==> src/rtl/rgb_pwm_pkg.sv <==
// ---------------------------------------------------------------------------
// rgb_pwm_pkg
// Shared definitions for the RGB PWM block: duty width, channel count,
// channel index constants and the breathing-envelope state type.
// Imported by rgb_pwm and rgb_pwm_channel.
// ---------------------------------------------------------------------------
package rgb_pwm_pkg;

  localparam int DUTY_W = 8;
  localparam int NUM_CH = 3;

  // Channel slots inside the packed per-channel vectors.
  localparam int R = 0;
  localparam int G = 1;
  localparam int B = 2;

  typedef enum logic {
    UP   = 1'b0,
    DOWN = 1'b1
  } breathe_state_t;

endpackage

==> src/rtl/rgb_pwm_channel.sv <==
// ---------------------------------------------------------------------------
// rgb_pwm_channel
// One PWM output channel: a 2-flop synchronizer for the asynchronous enable,
// the counter/duty compare and the registered LED output.
//
// Ports:
//   clk       in   system clock, rising edge
//   rst_n     in   asynchronous active-low reset
//   en_async  in   asynchronous channel enable
//   pwm_cnt   in   shared PWM step counter
//   eff_duty  in   effective duty for this channel
//   led       out  registered PWM output
//
// Enable-to-output latency is 3 clocks (two sync flops plus the output flop).
// Deassertion acts directly on the output term, so it never waits for a
// period boundary.
// ---------------------------------------------------------------------------
module rgb_pwm_channel
  import rgb_pwm_pkg::*;
(
  input  logic              clk,
  input  logic              rst_n,
  input  logic              en_async,
  input  logic [DUTY_W-1:0] pwm_cnt,
  input  logic [DUTY_W-1:0] eff_duty,
  output logic              led
);

  logic sync1_q, sync1_d;
  logic sync2_q, sync2_d;
  logic led_q, led_d;

  always_comb begin
    sync1_d = en_async;
    sync2_d = sync1_q;
    // Strict less-than: duty 0 never lights, duty 255 misses the last step.
    led_d   = sync2_q && (pwm_cnt < eff_duty);
  end

  always_ff @(posedge clk or negedge rst_n) begin
    if (!rst_n) begin
      sync1_q <= 1'b0;
      sync2_q <= 1'b0;
      led_q   <= 1'b0;
    end else begin
      sync1_q <= sync1_d;
      sync2_q <= sync2_d;
      led_q   <= led_d;
    end
  end

  assign led = led_q;

endmodule

==> src/rtl/rgb_pwm.sv <==
// ---------------------------------------------------------------------------
// rgb_pwm
// Three-channel PWM LED driver with a prescaled 8-bit PWM counter,
// double-buffered duty updates applied only at the period wrap, and an
// optional breathing envelope.
//
// Optional feature macro: RGB_BREATHE_EN
//   defined   -> triangular envelope (UP/DOWN) scales the duties when
//                breathe=1; breathe=0 bypasses it and parks env=0, UP.
//   undefined -> breathe port present but ignored; eff_duty = active duty.
//
// Ports:
//   CLK100MHZ          in   system clock, rising edge
//   CPU_RESETN         in   asynchronous active-low reset
//   en_r/en_g/en_b     in   asynchronous channel enables
//   duty_r/g/b [7:0]   in   requested duties, sampled on update capture
//   upd_req            in   duty-update request (level)
//   upd_ack            out  one-cycle pulse: duty_* captured this cycle
//   breathe            in   breathing-mode select
//   LED17_R/G/B        out  registered PWM outputs
//   period_start       out  one-cycle pulse in the counter wrap cycle
//
// Parameter:
//   PRESCALE_DIV       clocks per PWM step (2..65535)
// ---------------------------------------------------------------------------
module rgb_pwm
  import rgb_pwm_pkg::*;
#(
  parameter int PRESCALE_DIV = 391
) (
  input  logic              CLK100MHZ,
  input  logic              CPU_RESETN,
  input  logic              en_r,
  input  logic              en_g,
  input  logic              en_b,
  input  logic [DUTY_W-1:0] duty_r,
  input  logic [DUTY_W-1:0] duty_g,
  input  logic [DUTY_W-1:0] duty_b,
  input  logic              upd_req,
  output logic              upd_ack,
  input  logic              breathe,
  output logic              LED17_R,
  output logic              LED17_G,
  output logic              LED17_B,
  output logic              period_start
);

  localparam int              PS_W   = $clog2(PRESCALE_DIV);
  localparam logic [PS_W-1:0] PS_MAX = PS_W'(PRESCALE_DIV - 1);

  logic [PS_W-1:0]                 presc_q, presc_d;
  logic [DUTY_W-1:0]               pwm_cnt_q, pwm_cnt_d;
  logic [NUM_CH-1:0][DUTY_W-1:0]   shadow_q, shadow_d;
  logic [NUM_CH-1:0][DUTY_W-1:0]   active_q, active_d;
  logic                            pending_q, pending_d;

  logic                            tick;
  logic                            wrap;
  logic                            capture;
  logic [NUM_CH-1:0][DUTY_W-1:0]   duty_in;
  logic [NUM_CH-1:0][DUTY_W-1:0]   eff_duty;
  logic [NUM_CH-1:0]               en_in;
  logic [NUM_CH-1:0]               led;

  always_comb begin
    duty_in    = '0;
    duty_in[R] = duty_r;
    duty_in[G] = duty_g;
    duty_in[B] = duty_b;
    en_in      = '0;
    en_in[R]   = en_r;
    en_in[G]   = en_g;
    en_in[B]   = en_b;
  end

  // Prescaler and PWM step counter.
  always_comb begin
    tick      = (presc_q == PS_MAX);
    presc_d   = tick ? '0 : presc_q + PS_W'(1);
    pwm_cnt_d = tick ? pwm_cnt_q + DUTY_W'(1) : pwm_cnt_q;
    wrap      = tick && (pwm_cnt_q == '1);
  end

  // Duty double buffer. A capture needs pending=0 and a transfer needs
  // pending=1, so the two never collide in one cycle; a request in the wrap
  // cycle with nothing pending is captured and waits for the next wrap.
  always_comb begin
    capture   = upd_req && !pending_q;
    shadow_d  = shadow_q;
    active_d  = active_q;
    pending_d = pending_q;
    if (wrap && pending_q) begin
      active_d  = shadow_q;
      pending_d = 1'b0;
    end
    if (capture) begin
      shadow_d  = duty_in;
      pending_d = 1'b1;
    end
  end

  always_ff @(posedge CLK100MHZ or negedge CPU_RESETN) begin
    if (!CPU_RESETN) begin
      presc_q   <= '0;
      pwm_cnt_q <= '0;
      shadow_q  <= '0;
      active_q  <= '0;
      pending_q <= 1'b0;
    end else begin
      presc_q   <= presc_d;
      pwm_cnt_q <= pwm_cnt_d;
      shadow_q  <= shadow_d;
      active_q  <= active_d;
      pending_q <= pending_d;
    end
  end

`ifdef RGB_BREATHE_EN
  breathe_state_t    state_q, state_d;
  logic [DUTY_W-1:0] env_q, env_d;

  // Scale a duty by the envelope, truncating: (duty*env)>>8.
  function automatic logic [DUTY_W-1:0] scale_duty(input logic [DUTY_W-1:0] duty,
                                                   input logic [DUTY_W-1:0] env);
    logic [2*DUTY_W-1:0] prod;
    prod = duty * env;
    return prod[2*DUTY_W-1:DUTY_W];
  endfunction

  // Envelope steps once per period; it turns around at the extremes so the
  // sequence is 0,1,..,255,254,..,0 without repeating the end values.
  always_comb begin
    state_d = state_q;
    env_d   = env_q;
    if (!breathe) begin
      state_d = UP;
      env_d   = '0;
    end else if (wrap) begin
      case (state_q)
        UP: begin
          env_d = env_q + DUTY_W'(1);
          if (env_q == DUTY_W'(254)) state_d = DOWN;
        end
        DOWN: begin
          env_d = env_q - DUTY_W'(1);
          if (env_q == DUTY_W'(1)) state_d = UP;
        end
        default: begin
          state_d = UP;
          env_d   = '0;
        end
      endcase
    end
  end

  always_ff @(posedge CLK100MHZ or negedge CPU_RESETN) begin
    if (!CPU_RESETN) begin
      state_q <= UP;
      env_q   <= '0;
    end else begin
      state_q <= state_d;
      env_q   <= env_d;
    end
  end

  always_comb begin
    eff_duty = active_q;
    if (breathe) begin
      for (int i = 0; i < NUM_CH; i++) begin
        eff_duty[i] = scale_duty(active_q[i], env_q);
      end
    end
  end
`else
  logic unused_breathe;
  assign unused_breathe = breathe;

  always_comb begin
    eff_duty = active_q;
  end
`endif

  for (genvar c = 0; c < NUM_CH; c++) begin : g_ch
    rgb_pwm_channel u_channel (
      .clk      (CLK100MHZ),
      .rst_n    (CPU_RESETN),
      .en_async (en_in[c]),
      .pwm_cnt  (pwm_cnt_q),
      .eff_duty (eff_duty[c]),
      .led      (led[c])
    );
  end

  assign LED17_R      = led[R];
  assign LED17_G      = led[G];
  assign LED17_B      = led[B];
  assign period_start = wrap;
  // Gated by reset so the acknowledge is low while the block is held in reset.
  assign upd_ack      = capture && CPU_RESETN;

endmodule
==> config.mk <==
export PLATFORM = sky130hd
export DESIGN_NAME = rgb_pwm
export DESIGN_NICKNAME = d
export VERILOG_FILES = /design/src/rtl/rgb_pwm_pkg.sv /design/src/rtl/rgb_pwm_channel.sv /design/src/rtl/rgb_pwm.sv
export SDC_FILE = /design/constraint.sdc
export NUM_CORES = 1
export LEC_CHECK = 0
export BUFFER_PORTS_ARGS = -buffer_cell sky130_fd_sc_hd__buf_2
export CAP_MARGIN = 20
export CORE_MARGIN = 1
export CORE_UTILIZATION = 47
export CTS_CLUSTER_SIZE = 8
export DETAILED_ROUTE_END_ITERATION = 10
export PLACE_DENSITY = 0.65
export SYNTH_ARGS = -nofsm -noshare
export SYNTH_HDL_FRONTEND = slang
export SYNTH_SLANG_ARGS = --single-unit
==> constraint.sdc <==
create_clock -name CLK100MHZ -period 4.41 [get_ports CLK100MHZ]
set_clock_uncertainty 0.05 [all_clocks]
set_input_delay 0.882 -clock CLK100MHZ [delete_from_list [all_inputs] [get_ports CLK100MHZ]]
set_output_delay 0.882 -clock CLK100MHZ [all_outputs]
set_load 0.05 [all_outputs]
==> impl_metrics.yaml <==
synth:
  ys_warn_count: 0
  synth_commonest_cells: "75 x dfrtp_1, 30 x mux2_2, 24 x ha_1"
  syn_area_mm2: 0.00346
  netlist_instances: 258
  yosys-top-cells-area: "dfrtp_1 54%, mux2_2 9.8%, ha_1 8.7%"
  seq_area_frac_synth_pct: 54.2
  async_flop_share_pct: 100
  ys_seq_elements: 75
  synth_most_common_cell: "dfrtp_1"
  synth_flop_cell: "dfrtp_1"
  synth_area_leader_cell: "dfrtp_1"
  syn_area_per_cell_um2: 13.4
  synth-edff-count: 0
  netlist.area_leader.share_pct: 54.2
  ys_types: 29
  synth_nets: 313
worst_setup_path:
  crit_type: "flop to primary output"
  cp-start-kind: "flop"
  crit_required_ps: 3480
  cp_max_fo: 7
  r2r_setup_slack_ps: 2280
  end_kind: "primary output"
  worstPathArrival_ps: 2190
placement:
  hpwl_um: 3800
  gp_congestion: 0.827
  portBuffers: 34
  place_worst_setup_slack_ps: 1650
  place_area_mm2: 0.00372
power_and_ir_drop:
  p_leak_nw: 1.88
  power_density_mw_per_mm2: 321
  ir_worst_vdd_mv: 0.215
sta:
  relSlewSlack_pct: 38.5
  rsz0062_at_grt: "false"
  worstMarginPinSlew_ps: 922
  setup_violations: 0
  drv_slew: 0
  hold_viol_final: 0
  fmax_mhz: 320
  final.setup.tns_ps: 0
  post-route-period-util_pct: 70.8
  fin_ws_ps: 1290
  layout_min_cycle_time_ps: 3120
route:
  avgRoutedWirePerCell_um: 13.6
  drt-total-wl_um: 5440
  ant_nets: 0
  initialDrtViolationCount: 112
  dr.pass1.iters: 4
  route.detailed.drc: 0
  drt-vias-per-instance: 4.98
  num_vias: 1991
clock_network:
  cts_buffers: 9
  cts_tree: "done"
  postCtsHoldBufs: 0
  htree_levels: 3
  cts_sinks: 75
  cts_buffer_depth: 2
  clk_pin_slew_worst_paths_ps: 70
  cts_root_buf: "clkbuf_8"
  cts_resized: 0
  clk_latency_ps: 340
  post-cts-setup-buffers: 0
layout:
  diodes: 0
  postLayoutCellArea_mm2: 0.00390
  final_nets: 354
  post-route-util_pct: 56.1
  area_delta_synth_final_pct: 12.6
  drive_gt1_share_pct: 33.2
grt:
  grt_overflow: 0
  grt_pass1_vias: 1990
  grt_max_degree: 76
  antenna_found_initial: 0
  grt_pass1_wl_um: 9580
  track_usage_pct: 16.9
floorplan:
  dieHeight_um: 87.8
  die_w_um: 87.8
  ios: 36
  core_mm2: 0.00694
  num_rows: 30
  initial_utilization_pct: 49.8
  die_area_mm2: 0.00771
worst_hold_path:
  holdCritPathClass: "flop to flop"
run_status:
  status: "finished, final reports clean"
run:
  maxCapViolations: 0
[state kept, by name (all words and copies together), names as in the netlist]
register / cells
active_q: 24
g_ch.u_channel.led: 3
g_ch.u_channel.sync1_q: 3
g_ch.u_channel.sync2_q: 3
pending_q: 1
presc_q: 9
pwm_cnt_q: 8
shadow_q: 24
[cells in the final DEF (no fill, tap or decap), types with 2 or more instances in the layout]
master / n
a221oi_1: 3
and4_1: 2
buf_2: 33
buf_4: 3
clkbuf_1: 3
clkbuf_8: 11
clkinv_2: 2
dfrtp_1: 75
ha_1: 24
inv_1: 23
mux2_2: 30
mux2_4: 19
nand2_1: 5
nand2b_1: 3
nand3_1: 7
nand4_1: 5
nor2_1: 6
nor3_1: 9
nor3b_1: 3
nor4_1: 7
o211ai_1: 3
o21ai_0: 7
xnor2_1: 8
xor2_1: 5
[per-layer routing]
layer | track usage [%] | wire, um
met1 | 22.2 | 2610
met2 | 25.9 | 2570
met3 | 6.60 | 228
met5 | 0 | 0
met4 | 4.92 | 37
[logic make-up after synthesis]
kind of cell               after synthesis  share of synthesized area, %
muxes                                   49                          18.0
DFF                                     75                          54.2
and+or+nand+nor                         54                          9.29
buffers and inverters                   29                          3.83
adders and majority gates               24                          8.68
xor gates and xnor gates                13                          3.29
AOI/OAI and AO/OA                       14                          2.64
[layout make-up]
class                      instances  area, um2
fill                             599       3050
sequential                        75       1880
multi-input combinational        154       1450
timing repair buffer              36        188
clock buffer                      14        163
tap                               96        120
inverter                          23       86.3
clock inverter                     2       10.0
[path summary, 6_finish.rpt]
| kind | cells past startpoint | start | to |
|---|---|---|---|
| worst max-delay path | 4 | presc_q[4] | period_start |
| worst min register to register | 0 | g_ch[1].u_channel.sync1_q | g_ch[1].u_channel.sync2_q |
| min in group asynchronous | 2 | CPU_RESETN | shadow_q[3] |
| max in group asynchronous | 2 | CPU_RESETN | active_q[22] |
| worst min-delay path | 0 | g_ch[1].u_channel.sync1_q | g_ch[1].u_channel.sync2_q |
| worst max register to register | 4 | presc_q[4] | active_q[22] |
[stage by stage]
stage	hold WS, ps	power [mW]	cells
after detailed placement	285	0.803	384
after floorplan	281	0.769	258
after global routing	318	1.31	400
final	303	1.25	400
after global placement	285	0.800	384
after CTS	304	1.27	400
[critical path: stages (launching register included)]
cell and delay (ps):
dfrtp_1 430, nor4b_4 330, nand4_1 350, nor4_1 400, buf_2 330
[where the power goes]
part,internal (mW),switching (mW),total (mW)
Clock,0.234,0.229,0.463
Sequential,0.719,0.0145,0.734
Combinational,0.0312,0.0223,0.0536
No activity file was read; power rests on OpenSTA's default activity.
